`config.mk`:
```
export PLATFORM = sky130hd
export DESIGN_NAME = pcm_stream_player_flat
export DESIGN_NICKNAME = d
export VERILOG_FILES = /design/src/rtl/pcm_stream_player_if.sv /design/src/rtl/pcm_stream_player.sv /design/src/flat_wrapper.sv
export SDC_FILE = /design/constraint.sdc
export NUM_CORES = 1
export LEC_CHECK = 0
export BUFFER_PORTS_ARGS = -buffer_cell sky130_fd_sc_hd__buf_2
export CORE_MARGIN = 2
export CORE_UTILIZATION = 45
export DETAILED_ROUTE_END_ITERATION = 6
export GPL_TIMING_DRIVEN = 1
export REMOVE_ABC_BUFFERS = 1
export SYNTH_ARGS = -nofsm -noshare
export SYNTH_HDL_FRONTEND = slang
export SYNTH_SLANG_ARGS = --single-unit
export TNS_END_PERCENT = 30
```
`constraint.sdc`:
```
create_clock -name clk_sys -period 3.5 [get_ports clk_sys]
set_clock_uncertainty 0.05 [all_clocks]
set_input_delay 0.35 -clock clk_sys [delete_from_list [all_inputs] [get_ports clk_sys]]
set_output_delay 0.35 -clock clk_sys [all_outputs]
set_load 0.03 [all_outputs]
```
`src/rtl/pcm_stream_player_if.sv`:
```
// Shared memory read port used by pcm_stream_player.
// The master (player) raises mem_req with a stable mem_addr and holds both until the slave
// (SDRAM/ROM controller) returns a one-cycle mem_ack with mem_data valid in that same cycle.
//   mem_req   master -> slave   read request, held until acknowledged
//   mem_addr  master -> slave   word address, stable while mem_req = 1
//   mem_ack   slave  -> master  one-cycle acknowledge
//   mem_data  slave  -> master  read data, valid with mem_ack
interface pcm_stream_player_if #(
    parameter int unsigned AW = 18,
    parameter int unsigned DW = 16
);
    logic          mem_req;
    logic [AW-1:0] mem_addr;
    logic          mem_ack;
    logic [DW-1:0] mem_data;

    modport master (output mem_req, output mem_addr, input mem_ack, input mem_data);
    modport slave  (input mem_req, input mem_addr, output mem_ack, output mem_data);
endinterface

```
`src/rtl/pcm_stream_player.sv`:
```
// Multi-channel PCM sample streamer.
// Each channel fetches words between its start and end address through one shared memory
// port (round-robin, one request outstanding), buffers them in a small per-channel FIFO and
// emits one sample per channel on every common sample tick (every DIV clk_sys cycles).
// Ports:
//   clk_sys          system clock
//   nRESET           asynchronous active-low reset
//   ch_start_i       per-channel one-cycle (re)start pulse
//   ch_stop_i        per-channel one-cycle stop pulse (wins over start)
//   ch_loop_i        per-channel loop enable, sampled at start
//   start_addr_i     per-channel first word address, sampled at start
//   end_addr_i       per-channel last word address (inclusive), sampled at start
//   mem              shared memory read port (master side)
//   sample_out_o     per-channel current sample
//   sample_strobe_o  one-cycle pulse together with each sample_out_o update
//   ch_busy_o        per-channel playing flag
//   underrun_o       per-channel one-cycle pulse: tick found a playing channel starved
module pcm_stream_player #(
    parameter int unsigned CH     = 2,
    parameter int unsigned AW     = 18,
    parameter int unsigned DW     = 16,
    parameter int unsigned DIV    = 150,
    parameter int unsigned FDEPTH = 4
) (
    input  logic                clk_sys,
    input  logic                nRESET,
    input  logic [CH-1:0]       ch_start_i,
    input  logic [CH-1:0]       ch_stop_i,
    input  logic [CH-1:0]       ch_loop_i,
    input  logic [CH*AW-1:0]    start_addr_i,
    input  logic [CH*AW-1:0]    end_addr_i,
    pcm_stream_player_if.master mem,
    output logic [CH*DW-1:0]    sample_out_o,
    output logic                sample_strobe_o,
    output logic [CH-1:0]       ch_busy_o,
    output logic [CH-1:0]       underrun_o
);
    localparam int unsigned CW   = (CH > 1) ? $clog2(CH) : 1;
    localparam int unsigned DIVW = (DIV > 1) ? $clog2(DIV) : 1;
    localparam int unsigned PW   = $clog2(FDEPTH);

    typedef enum logic {StIdle, StPlay} state_e;

    // Sample tick divider
    logic [DIVW-1:0] div_q, div_d;
    logic            tick, strobe_q;

    // Request / arbitration state
    logic            req_q, req_d, drop_q, drop_d;
    logic [AW-1:0]   addr_q, addr_d;
    logic [CW-1:0]   tag_q, tag_d, rr_q, rr_d, sel_ch;
    logic            sel_vld;

    // Per-channel state
    state_e          state_q [CH], state_d [CH];
    logic [AW-1:0]   fptr_q  [CH], fptr_d  [CH];
    logic [AW-1:0]   saddr_q [CH], saddr_d [CH];
    logic [AW-1:0]   eaddr_q [CH], eaddr_d [CH];
    logic [PW-1:0]   rdp_q   [CH], rdp_d   [CH];
    logic [PW-1:0]   wrp_q   [CH], wrp_d   [CH];
    logic [PW:0]     cnt_q   [CH], cnt_d   [CH];
    logic [DW-1:0]   smp_q   [CH], smp_d   [CH];
    logic [DW-1:0]   fifo_q  [CH][FDEPTH];
    logic [CH-1:0]   loop_q, loop_d, done_q, done_d, und_q, und_d;
    logic [CH-1:0]   push, pop;

    assign tick  = (div_q == DIVW'(DIV - 1));
    assign div_d = tick ? '0 : div_q + DIVW'(1);

    // Round-robin search starting at rr_q (the channel after the last grant).
    always_comb begin
        logic [CW-1:0] idx;
        sel_vld = 1'b0;
        sel_ch  = '0;
        idx     = '0;
        for (int unsigned i = 0; i < CH; i++) begin
            idx = CW'((32'(rr_q) + i) % CH);
            if (!sel_vld && state_q[idx] == StPlay && !done_q[idx] &&
                cnt_q[idx] < (PW+1)'(FDEPTH)) begin
                sel_vld = 1'b1;
                sel_ch  = idx;
            end
        end
    end

    always_comb begin
        req_d  = req_q;
        addr_d = addr_q;
        tag_d  = tag_q;
        drop_d = drop_q;
        rr_d   = rr_q;
        if (req_q) begin
            // A stop/restart of the owner makes the in-flight word stale.
            if (ch_start_i[tag_q] || ch_stop_i[tag_q]) drop_d = 1'b1;
            if (mem.mem_ack) req_d = 1'b0;
        end else if (sel_vld) begin
            req_d  = 1'b1;
            addr_d = fptr_q[sel_ch];
            tag_d  = sel_ch;
            drop_d = ch_start_i[sel_ch] | ch_stop_i[sel_ch];
            rr_d   = CW'((32'(sel_ch) + 1) % CH);
        end
    end

    always_comb begin
        push = '0;
        pop  = '0;
        for (int c = 0; c < CH; c++) begin
            state_d[c] = state_q[c];
            fptr_d[c]  = fptr_q[c];
            saddr_d[c] = saddr_q[c];
            eaddr_d[c] = eaddr_q[c];
            rdp_d[c]   = rdp_q[c];
            wrp_d[c]   = wrp_q[c];
            smp_d[c]   = smp_q[c];
            loop_d[c]  = loop_q[c];
            done_d[c]  = done_q[c];
            und_d[c]   = 1'b0;

            push[c] = req_q && mem.mem_ack && !drop_q && (tag_q == CW'(c));

            if (tick) begin
                if (state_q[c] == StIdle) begin
                    smp_d[c] = '0;
                end else if (cnt_q[c] != '0) begin
                    pop[c]   = 1'b1;
                    smp_d[c] = fifo_q[c][rdp_q[c]];
                end else if (!done_q[c]) begin
                    und_d[c] = 1'b1;
                end else begin
                    state_d[c] = StIdle;
                    smp_d[c]   = '0;
                end
            end

            if (push[c]) begin
                wrp_d[c] = wrp_q[c] + PW'(1);
                if (fptr_q[c] == eaddr_q[c] && loop_q[c]) begin
                    fptr_d[c] = saddr_q[c];
                end else begin
                    fptr_d[c] = fptr_q[c] + AW'(1);
                    if (fptr_q[c] == eaddr_q[c]) done_d[c] = 1'b1;
                end
            end
            if (pop[c]) rdp_d[c] = rdp_q[c] + PW'(1);
            cnt_d[c] = cnt_q[c] + (PW+1)'(push[c]) - (PW+1)'(pop[c]);

            if (ch_stop_i[c]) begin
                state_d[c] = StIdle;
                done_d[c]  = 1'b0;
                rdp_d[c]   = '0;
                wrp_d[c]   = '0;
                cnt_d[c]   = '0;
            end else if (ch_start_i[c]) begin
                state_d[c] = StPlay;
                fptr_d[c]  = start_addr_i[c*AW +: AW];
                saddr_d[c] = start_addr_i[c*AW +: AW];
                eaddr_d[c] = end_addr_i[c*AW +: AW];
                loop_d[c]  = ch_loop_i[c];
                done_d[c]  = 1'b0;
                rdp_d[c]   = '0;
                wrp_d[c]   = '0;
                cnt_d[c]   = '0;
            end
        end
    end

    always_ff @(posedge clk_sys or negedge nRESET) begin
        if (!nRESET) begin
            div_q    <= '0;
            strobe_q <= 1'b0;
            req_q    <= 1'b0;
            addr_q   <= '0;
            tag_q    <= '0;
            drop_q   <= 1'b0;
            rr_q     <= '0;
            loop_q   <= '0;
            done_q   <= '0;
            und_q    <= '0;
            for (int c = 0; c < CH; c++) begin
                state_q[c] <= StIdle;
                fptr_q[c]  <= '0;
                saddr_q[c] <= '0;
                eaddr_q[c] <= '0;
                rdp_q[c]   <= '0;
                wrp_q[c]   <= '0;
                cnt_q[c]   <= '0;
                smp_q[c]   <= '0;
            end
        end else begin
            div_q    <= div_d;
            strobe_q <= tick;
            req_q    <= req_d;
            addr_q   <= addr_d;
            tag_q    <= tag_d;
            drop_q   <= drop_d;
            rr_q     <= rr_d;
            loop_q   <= loop_d;
            done_q   <= done_d;
            und_q    <= und_d;
            state_q  <= state_d;
            fptr_q   <= fptr_d;
            saddr_q  <= saddr_d;
            eaddr_q  <= eaddr_d;
            rdp_q    <= rdp_d;
            wrp_q    <= wrp_d;
            cnt_q    <= cnt_d;
            smp_q    <= smp_d;
        end
    end

    // FIFO storage needs no reset; occupancy is tracked by cnt_q.
    always_ff @(posedge clk_sys) begin
        for (int c = 0; c < CH; c++) begin
            if (push[c]) fifo_q[c][wrp_q[c]] <= mem.mem_data;
        end
    end

    assign mem.mem_req      = req_q;
    assign mem.mem_addr     = addr_q;
    assign sample_strobe_o  = strobe_q;
    assign underrun_o       = und_q;

    always_comb begin
        sample_out_o = '0;
        ch_busy_o    = '0;
        for (int c = 0; c < CH; c++) begin
            sample_out_o[c*DW +: DW] = smp_q[c];
            ch_busy_o[c]             = (state_q[c] == StPlay);
        end
    end
endmodule

```
`src/flat_wrapper.sv`:
```
// flat-port wrapper written by rule: the top's interface ports become plain ports
module pcm_stream_player_flat 
#(
    parameter int unsigned CH     = 2,
    parameter int unsigned AW     = 18,
    parameter int unsigned DW     = 16,
    parameter int unsigned DIV    = 150,
    parameter int unsigned FDEPTH = 4
)
  (clk_sys, nRESET, ch_start_i, ch_stop_i, ch_loop_i, start_addr_i, end_addr_i, sample_out_o, sample_strobe_o, ch_busy_o, underrun_o, mem_mem_req, mem_mem_addr, mem_mem_ack, mem_mem_data);
  pcm_stream_player_if #(.AW(AW), .DW(DW)) mem_i ();
  input  logic clk_sys;
  input  logic nRESET;
  input  logic [CH-1:0] ch_start_i;
  input  logic [CH-1:0] ch_stop_i;
  input  logic [CH-1:0] ch_loop_i;
  input  logic [CH*AW-1:0] start_addr_i;
  input  logic [CH*AW-1:0] end_addr_i;
  output logic [CH*DW-1:0] sample_out_o;
  output logic sample_strobe_o;
  output logic [CH-1:0] ch_busy_o;
  output logic [CH-1:0] underrun_o;
  output wire logic [$bits(mem_i.mem_req)-1:0] mem_mem_req;
  output wire logic [$bits(mem_i.mem_addr)-1:0] mem_mem_addr;
  input wire logic [$bits(mem_i.mem_ack)-1:0] mem_mem_ack;
  input wire logic [$bits(mem_i.mem_data)-1:0] mem_mem_data;
  assign mem_mem_req = mem_i.mem_req;
  assign mem_mem_addr = mem_i.mem_addr;
  assign mem_i.mem_ack = mem_mem_ack;
  assign mem_i.mem_data = mem_mem_data;
  pcm_stream_player #(.CH(CH), .AW(AW), .DW(DW), .DIV(DIV), .FDEPTH(FDEPTH)) u_core (.clk_sys(clk_sys), .nRESET(nRESET), .ch_start_i(ch_start_i), .ch_stop_i(ch_stop_i), .ch_loop_i(ch_loop_i), .start_addr_i(start_addr_i), .end_addr_i(end_addr_i), .mem(mem_i), .sample_out_o(sample_out_o), .sample_strobe_o(sample_strobe_o), .ch_busy_o(ch_busy_o), .underrun_o(underrun_o));
endmodule
```
==> results of run 1 <==
==> where the power goes <==
group	internal, mW	switching, mW	leakage (nW)
logic	0.458	0.655	3.17
clock network	2.37	1.50	0.602
registers	4.19	0.314	3.59
total	7.02	2.47	7.36
==> metrics by stage <==
step	hold slack, ns	utilization, %	setup WS, ns
6_report	0.0135	54.5	0.671
5_1_grt	0.0125	54.5	0.475
4_1_cts	0.00125	54.5	0.651
3_5_place_dp	0.412	49.2	0.670
3_3_place_gp	0.400	49.2	0.770
2_1_floorplan	0.00441	-	0.260
==> timing repair <==
action                                 in CTS  in global routing
setup endpoints to repair                   0                  0
setup buffers                               0                  0
hold buffers                               40                  0
endpoints found under the hold margin     133                  0
==> path summary, 6_finish.rpt <==
| kind | startpoint | end | slack [ns] | depth (start not counted) |
|---|---|---|---|---|
| max reg2reg | u_core.div_q[1]$_DFF_PN0_ | u_core.cnt_q[2]$_DFF_PN0_ | 0.67 | 14 |
| max in group asynchronous | nRESET | u_core.eaddr_q[29]$_DFFE_PN0P_ | 2.01 | 3 |
| min | start_addr_i[29] | u_core.saddr_q[11]$_DFFE_PN0P_ | 0.01 | 3 |
| min in group asynchronous | nRESET | u_core.sample_out_o[2]$_DFFE_PN0P_ | 0.45 | 2 |
| min reg2reg | u_core.saddr_q[6]$_DFFE_PN0P_ | u_core.saddr_q[6]$_DFFE_PN0P_ | 0.42 | 2 |
| max | u_core.div_q[1]$_DFF_PN0_ | u_core.cnt_q[2]$_DFF_PN0_ | 0.67 | 14 |
==> layout make-up <==
cell class	instances	area, um2	share of cell area, %
flip-flops and latches	321	8670	51.7
clock inverters	17	205	1.22
inverters	14	55.1	0.328
multi-input cells	732	4980	29.7
repair buffers	212	1330	7.95
clock buffers	48	1030	6.13
well taps	396	495	2.96
==> critical path: cells and delay by family (launching register included) <==
family,cells,cell delay [ns]
buffers and inverters,4,0.37
flip-flops,1,0.40
adder cells (fa/ha/maj),4,0.87
AND/OR/NAND/NOR,4,0.71
XOR/XNOR,2,0.31
==> sequential cells by signal, indices dropped and copies added, names as in the netlist <==
signal                  cells
u_core.underrun_o           2
u_core.mem.mem_req          1
u_core.ch_busy_o            2
u_core.wrp_q                4
u_core.done_q               2
u_core.sample_strobe_o      1
u_core.rdp_q                4
u_core.sample_out_o        32
u_core.rr_q                 1
u_core.cnt_q                6
u_core.eaddr_q             36
u_core.saddr_q             36
u_core.loop_q               2
u_core.div_q                8
u_core.fifo_q             128
u_core.tag_q                1
u_core.mem.mem_addr        18
u_core.fptr_q              36
u_core.drop_q               1
==> logic make-up (layout without fill, tap and decap cells) <==
kind of cell	Yosys count	after routing	share of synthesized area [%]
AND/OR/NAND/NOR	440	440	13.7
adder cells (fa/ha/maj)	18	18	1.71
flip-flops	321	321	61.6
AO/OA/AOI/OAI	109	109	5.80
XOR/XNOR	81	81	5.14
multiplexers	84	84	8.82
buffers and inverters	86	291	3.24
==> layer usage <==
| metal | vias to the layer above | routed length [um] |
|---|---|---|
| met4 | 2 | 578 |
| met2 | 237 | 15100 |
| met1 | 4422 | 14400 |
| met5 | - | 13 |
| met3 | 50 | 1570 |
| li1 | 4349 | - |
==> cells in the mapped netlist, types with 3 or more instances <==
master    instances  area (um2)
o21ai_1           3        15.0
nor2_1           55         206
and2_1           13        81.3
buf_6            12         135
mux4_2           32         721
buf_4             5        37.5
nand3_1          25         125
dfrtp_1         193        4830
buf_1             3        11.3
o21ai_0           3        15.0
or2_2             3        18.8
xnor2_1          59         517
nand2_1         281        1050
o311ai_1          4        35.0
inv_1            12        45.0
nor3_2            5        50.1
o211ai_1         25         188
nand2b_1          4        25.0
or3_1             4        25.0
a22o_1           32         280
and4_1            3        26.3
mux2i_1          51         510
clkbuf_1         34         128
nand4_1          16         100
a21oi_1          26         130
xor2_1           20         175
nor3_1           10        50.1
ha_1             16         200
edfxtp_1        128        3840
buf_2            18        90.1
and3_1           13        81.3
a31oi_1           3        18.8
==> metrics.txt, run 1 <==
Rows=64; number of global-route vias before repair=around 9400; met1 Track Usage GR=between 20% and 30%; CTS resizes=0; FMAX=roughly 0.35 GHz; DRC viols=0; port bufs=between 150 and 200; clock transition at the registers of the reported paths=approximately 0.060 ns; post-DR vias/cell=5.21; Post-synth EDFFs=about 130; Tot GR Track Use=approximately a fifth; CP max FO=9; Min-Delay Path Class=input pin to flip-flop; Crit Path Category=flip-flop to flip-flop; GPL Wtd Cong=0.775; Antenna Nets Post-Route=0; Clock Sinks=about 320; Mapped Avg Cell Area=roughly 12 um2; RSZ-0062 raised after global routing=no; MaxCap Viol Count=0; DR iter-0 viols=~560; first-pass GRT wire length=just over 50000 um; Slew @ Worst Pin=0.889 ns; outcome=completed; # diodes=0; vias=~9100; Power Dens Cells=approximately 570 mW/mm2; Final min period=between 2 and 3 ns; Initial Util=a little under half; Worst setup EP type=flip-flop; YS warnings=0; number of H-tree levels=2; largest net degree at the start of global routing=98; placed instance area=about 0.015 mm2; final hold violation count=0; Final nets=1432; Routed WL per cell=roughly 18 um; fin crit share=approximately four fifths; Post-Syn Instances=1139; max-slew violations=0; Slowest-stage cell, CP=dfrtp_1; Peak VDD IR=approximately 0.49 mV; layout cells sized above 1=21.4%; Largest stage delay, worst path=~0.40 ns; Post-Route WL=roughly 32000 um; busiest layer in global routing=met2; ys flop type=dfrtp_1; placed cells=~1600; total die area=between 0.03 and 0.04 mm2; fillers=~2700; die height=roughly 180 um; Pleak=around 7.4 nW; placed wire-length estimate=21200 um; sequential share of the synthesized area=about three fifths; Worst setup SP type=flip-flop; maximum buffer depth of the clock tree=3; total chip power=between 9 and 10 mW; Setup TNS=0 ns; root buffer cell=clkbuf_16; Inserted Clock Buffers=36; Finished Cell Area=0.0168 mm2; total grt overflow=0; antenna violations before repair=1; worst skew pair latency=0.51 ns; commonest non-fill, non-tap cell in the layout=nand2_1; commonest cells after routing, fill and taps aside=nand2_1, dfrtp_1, buf_2, edfxtp_1, xnor2_1; Die Wd=approximately 180 um; # setup viols final=0; core area=~0.031 mm2; DR pass1 iterations=4; mapped cell area=between 0.01 and 0.015 mm2; Post-synth ARST share=between 60% and 70%; met2 GRT Util=between 30% and 40%; CTS tree=done; relative slew slack=a little over 40%; Critical Path RT=roughly 3.8 ns; Synth Register Bits=321; # IOs=approximately 150; Worst Path Arrival=around 3.2 ns; fin cells=about 1700; CP Cell Sequence=inv_1 > ha_1 > nand4b_1 > nor4b_4 > buf_4 > and3_1 > ha_1 > inv_1 > ha_1 > inv_1 > fa_1 > xor2_1 > xnor2_1 > nor2_1; Unique masters post-synth=54; met3 Use GR=~3.4%; area grow syn2layout=19.0%
Power figures use the tool's default switching activity.
==> run 2: changes to the inputs <==
- PLACE_DENSITY: default -> 0.66
- clock period: 3.5 -> 2.3 ns (I/O delays scaled with it)
==> metrics.txt, run 2 (same netlist as run 1, synthesis figures left out) <==
outcome=complete, but fails checks; failing checks=negative setup slack; Int Power=10.5 mW (+49%); commonest non-fill, non-tap cell in the layout=nand2_1; clock transition at the registers of the reported paths=0.06 ns (about the same); Clock Sinks=321 (unchanged); Sw Pwr=3.74 mW (+51%); Rows=64 (unchanged); CP max FO=2 (-7); placed wire-length estimate=21800 um (+2.7%); number of flip-flops in the largest register=128 (unchanged); fin crit share=114% (+33 points); Final min period=2.62 ns (-0.213 ns); # IOs=153 (unchanged); die height=181 um (unchanged); Hold Crit Start=mem_mem_ack; post-DR vias/cell=5.23 (+0.40%); relative slew slack=29.3% (-11 points); Critical Path RT=2.65 ns (-1.19 ns); Slowest-stage cell, CP=dfrtp_1; root buffer cell=clkbuf_16; largest net degree at the start of global routing=61 (-38%); Worst Hold Depth=3 (unchanged); Inserted Clock Buffers=36 (unchanged); Crit Path Category=flip-flop to flip-flop; R2R setup slack=-0.32 ns (-0.99 ns); Reg power frac=47.5% (about the same); # setup viols final=4 (+4); Worst setup EP type=flip-flop; reg2reg path depth=14 (unchanged); Initial Util=45.8% (unchanged); sw frac=26.3% (+0.28 points); Setup TNS=-0.800 ns (-0.800 ns); maximum buffer depth of the clock tree=3 (unchanged); final hold violation count=0 (unchanged); Die Wd=181 um (unchanged); Critical R2R Capture=u_core.cnt_q[5]$_DFF_PN0_; max-slew violations=0 (unchanged); DR iter-0 viols=743 (+33%); total grt overflow=0 (unchanged); FMAX=0.382 GHz (+8.1%); total chip power=14.2 mW (+50%); Logic pwr share=14.1% (+2.4 points); core area=0.0307 mm2 (unchanged); area grow syn2layout=26.6%; RSZ-0062 raised after global routing=yes; Min-Delay Path Class=input pin to flip-flop; Peak VDD IR=0.840 mV (+70%); DRC viols=0 (unchanged); Tot GR Track Use=20.7% (+0.87 points); DR pass1 iterations=5 (+1); Largest stage delay, worst path=0.37 ns (-0.03 ns); CTS tree=done; clock share of power=38.4% (-2.4 points); Post-Route WL=33400 um (+5.4%); Final nets=1550 (+8.2%); layout cells sized above 1=24.5% (+3.1 points); WP buf/inv=4 (unchanged); Slew @ Worst Pin=1.06 ns (+0.168 ns); Pleak=7.88 nW (+7.0%); delay-heaviest family, CP=adder cells; fillers=2570 (-3.5%); worst setup margin=-0.316 ns (-0.987 ns); worst skew pair latency=0.51 ns (about the same); Worst Path Arrival=2.96 ns (-0.21 ns); # diodes=0 (unchanged); commonest cells after routing, fill and taps aside=nand2_1, dfrtp_1, buf_2, edfxtp_1, dlygate4sd3_1; port bufs=152 (unchanged); worst min-delay path endpoint=u_core.mem.mem_req$_DFF_PN0_; Power Dens Cells=798 mW/mm2 (+41%); number of global-route vias before repair=9847 (+5.1%); MaxCap Viol Count=0 (unchanged); crit path from=u_core.div_q[1]$_DFF_PN0_; number of H-tree levels=2 (unchanged); GPL Wtd Cong=0.794 (+2.4%); Antenna Nets Post-Route=0 (unchanged); Routed WL per cell=18.0 um (-1.0%); FF-to-FF Start=u_core.div_q[1]$_DFF_PN0_; total die area=0.0327 mm2 (unchanged); first-pass GRT wire length=53500 um (+4.1%); Worst setup SP type=flip-flop; antenna violations before repair=0 (-1); CP Cell Sequence=inv_1 > ha_2 > nand4b_1 > nor4b_4 > buf_4 > and3_4 > ha_4 > inv_2 > ha_4 > inv_2 > fa_2 > xor2_1 > xnor2_1 > nor2_1; vias=9687 (+6.9%)
run 2: cell types whose count changed in the layout (fill, tap and decap cells not counted), moves of 3 or more:
cell / delta
dlygate4sd3_1: +55
bufinv_16: -3
ha_1: -5
clkinvlp_4: -3
inv_1: -4
buf_4: +57
ha_4: +4
buf_12: +6
inv_2: +4
run 2: area by class of cell:
class / instances / area [um2] / area share [%]
clock inverters: 10 / 83.8 / 0.470
multi-input cells: 732 / 5060 / 28.4
well taps: 396 / 495 / 2.78
inverters: 14 / 55.1 / 0.309
flip-flops and latches: 321 / 8670 / 48.6
clock buffers: 50 / 1030 / 5.80
repair buffers: 330 / 2430 / 13.6
run 2: repair_timing:
item,4_1_cts,5_1_grt
endpoints found under the hold margin,271,0
buffers inserted,4,1
pin swaps,7,2
resized for setup,5,17
hold buffers,95,0
endpoints found under the setup margin,4,38
run 2: how the worst max path moves through the flow:
stage	end	cells after the start
floorplan	u_core.cnt_q[2]$_DFF_PN0_	13
global placement	u_core.cnt_q[2]$_DFF_PN0_	13
detailed placement	u_core.cnt_q[2]$_DFF_PN0_	13
CTS	u_core.cnt_q[5]$_DFF_PN0_	14
global route	u_core.cnt_q[5]$_DFF_PN0_	14
finish	u_core.cnt_q[5]$_DFF_PN0_	14
run 2: power groups by stage:
| stage | Sequential, mW | Clock (mW) | Combinational (mW) |
|---|---|---|---|
| final | 6.76 | 5.46 | 2.00 |
| after global routing | 6.80 | 5.81 | 2.21 |
| after CTS | 6.75 | 5.57 | 2.01 |
| after detailed placement | 6.85 | 0 | 1.88 |
| after global placement | 6.85 | 0 | 1.84 |
| after floorplan | 7.06 | 0 | 0.847 |
run 2: metal layers:
metal / GRT usage (%) / up-vias / wire (um)
met5: 0 / - / 0
met4: 4.85 / 0 / 562
met3: 3.27 / 42 / 1590
met2: 35.0 / 273 / 16400
met1: 28.2 / 4803 / 14900
li1: - / 4569 / -
run 2: tightest hold or removal path, cell delays in order:
cell and delay [ns]:
buf_2 0.13, nand2_1 0.09, o31a_1 0.11
run 2: metrics by stage:
| step | area (um2) | worst slack, ns | hold slack [ns] | utilization, % | cells |
|---|---|---|---|---|---|
| floorplan | 13700 | -0.940 | -0.116 | - | 1067 |
| global placement | 15600 | -0.352 | 0.165 | 50.8 | 1693 |
| detailed placement | 15600 | -0.471 | 0.167 | 50.8 | 1693 |
| CTS | 17800 | -0.327 | 0.0104 | 57.7 | 1852 |
| global route | 17800 | -0.449 | 0.0311 | 58.0 | 1853 |
| finish | 17800 | -0.316 | 0.0432 | 58.0 | 1853 |
==> run 3: changes to the inputs <==
- RECOVER_POWER: default -> 25
==> metrics.txt, run 3 (same netlist as run 1, synthesis figures left out) <==
outcome=complete, but fails checks; failing checks=negative setup slack; number of flip-flops in the largest register=128 (unchanged); total die area=0.0327 mm2 (unchanged); first-pass GRT wire length=53500 um (unchanged); Crit Path Category=flip-flop to flip-flop; largest net degree at the start of global routing=61 (unchanged); Logic pwr share=14.1% (about the same); total grt overflow=0 (unchanged); Worst setup SP type=flip-flop; Die Wd=181 um (unchanged); clock share of power=38.4% (about the same); busiest layer in global routing=met2; final hold violation count=0 (unchanged); Rows=64 (unchanged); die height=181 um (unchanged); core area=0.0307 mm2 (unchanged); Antenna Nets Post-Route=0 (unchanged); Worst setup EP type=flip-flop; Pleak=7.83 nW (-0.60%); maximum buffer depth of the clock tree=3 (unchanged); Finished Cell Area=0.0178 mm2 (-0.16%); commonest non-fill, non-tap cell in the layout=nand2_1; Initial Util=45.8% (unchanged); RSZ-0062 raised after global routing=yes; GPL Wtd Cong=0.794 (unchanged); MaxCap Viol Count=0 (unchanged); number of global-route vias before repair=9847 (unchanged); fillers=2581 (+0.43%); Critical Path RT=2.65 ns (about the same); area grow syn2layout=26.4%; layout cells sized above 1=23.4% (-1.1 points); Int Power=10.5 mW (about the same); Slew @ Worst Pin=1.46 ns (+0.401 ns); Sw Pwr=3.73 mW (about the same); Inserted Clock Buffers=36 (unchanged); total chip power=14.2 mW (about the same); Routed WL per cell=18.1 um (+0.21%); placed wire-length estimate=21800 um (unchanged); multi-input logic area=0.00506 mm2 (unchanged); Worst Path Arrival=2.97 ns (about the same); FF/Latch Area=0.00867 mm2 (unchanged); sw frac=26.3% (about the same); Power Dens Cells=798 mW/mm2 (+0.12%); commonest cells after routing, fill and taps aside=nand2_1, dfrtp_1, buf_2, edfxtp_1, dlygate4sd3_1; Final min period=2.62 ns (+0.00528 ns); # diodes=0 (unchanged); CTS tree=done; port bufs=152 (unchanged); met3 Use GR=3.27% (unchanged); Reg power frac=47.5% (about the same); Final nets=1550 (unchanged); # setup viols final=4 (unchanged); met2 GRT Util=35.0% (unchanged); fin crit share=114% (+0.23 points); DR pass1 iterations=5 (unchanged); vias=9707 (+0.21%); DRC viols=0 (unchanged); placed instance area=0.0156 mm2 (unchanged); DR iter-0 viols=764 (+2.8%); Tot GR Track Use=20.7% (unchanged); relative slew slack=2.84% (-26 points); Min-Delay Path Class=input pin to flip-flop; Peak VDD IR=0.840 mV (about the same); worst setup margin=-0.322 ns (-0.00528 ns); met1 Track Usage GR=28.2% (unchanged); clock transition at the registers of the reported paths=0.06 ns (about the same); max-slew violations=0 (unchanged); antenna violations before repair=0 (unchanged); worst skew pair latency=0.51 ns (about the same); post-DR vias/cell=5.24 (+0.21%); Post-Route WL=33500 um (+0.21%); # IOs=153 (unchanged); number of H-tree levels=2 (unchanged); root buffer cell=clkbuf_16; CP max FO=2 (unchanged); FMAX=0.381 GHz (-0.20%); Clock Sinks=321 (unchanged)
-- run 3: path summary, 6_finish.rpt --
check                                              start  slack, ns  cells after the start                                  end
max                            u_core.div_q[1]$_DFF_PN0_      -0.32                     14            u_core.cnt_q[5]$_DFF_PN0_
min                                          mem_mem_ack       0.04                      3         u_core.mem.mem_req$_DFF_PN0_
max reg2reg                    u_core.div_q[1]$_DFF_PN0_      -0.32                     14            u_core.cnt_q[5]$_DFF_PN0_
min reg2reg                u_core.saddr_q[8]$_DFFE_PN0P_       0.42                      2        u_core.saddr_q[8]$_DFFE_PN0P_
max in group asynchronous                         nRESET       0.54                      3  u_core.sample_out_o[26]$_DFFE_PN0P_
min in group asynchronous                         nRESET       0.53                      2   u_core.sample_out_o[8]$_DFFE_PN0P_
-- run 3: what timing repair did --
action	CTS	global route
pin swaps	7	2
setup endpoints to repair	4	38
resized for setup	5	17
hold buffers	95	0
endpoints found under the hold margin	271	0
setup buffers	4	1
-- run 3: layer usage --
metal	vias up	wire length (um)
met4	0	560
met1	4822	14900
li1	4570	-
met3	42	1580
met2	273	16400
met5	-	0
-- run 3: critical path: stages, from the launching register on --
cell	delay (ns)
dfrtp_1	0.37
inv_1	0.06
ha_2	0.15
nand4b_1	0.14
nor4b_4	0.29
buf_4	0.17
and3_4	0.19
ha_4	0.20
inv_2	0.06
ha_4	0.11
inv_2	0.03
fa_2	0.32
xor2_1	0.17
xnor2_1	0.15
nor2_1	0.05
-- run 3: layout make-up --
class / instances / area share [%]
clock inverters: 10 / 0.471
repair buffers: 330 / 13.5
inverters: 14 / 0.309
well taps: 396 / 2.78
flip-flops and latches: 321 / 48.7
multi-input cells: 732 / 28.4
clock buffers: 50 / 5.81
-- run 3: metrics by stage --
| step | hold slack [ns] | cells | util, % | worst slack [ns] | TNS (ns) |
|---|---|---|---|---|---|
| after floorplan | -0.116 | 1067 | - | -0.940 | -17.89 |
| after global placement | 0.165 | 1693 | 50.8 | -0.352 | -0.995 |
| after detailed placement | 0.167 | 1693 | 50.8 | -0.471 | -1.30 |
| after CTS | 0.0104 | 1852 | 57.7 | -0.327 | -0.897 |
| after global routing | 0.0311 | 1853 | 57.9 | -0.449 | -1.28 |
| final | 0.0404 | 1853 | 57.9 | -0.322 | -0.819 |
-- run 3: power by group through the flow --
stage               Clock, mW  Sequential, mW  Combinational [mW]
floorplan                   0            7.06               0.847
detailed placement          0            6.85                1.88
CTS                      5.57            6.75                2.01
finish                   5.46            6.76                2.00
global route             5.81            6.80                2.21
global placement            0            6.85                1.84
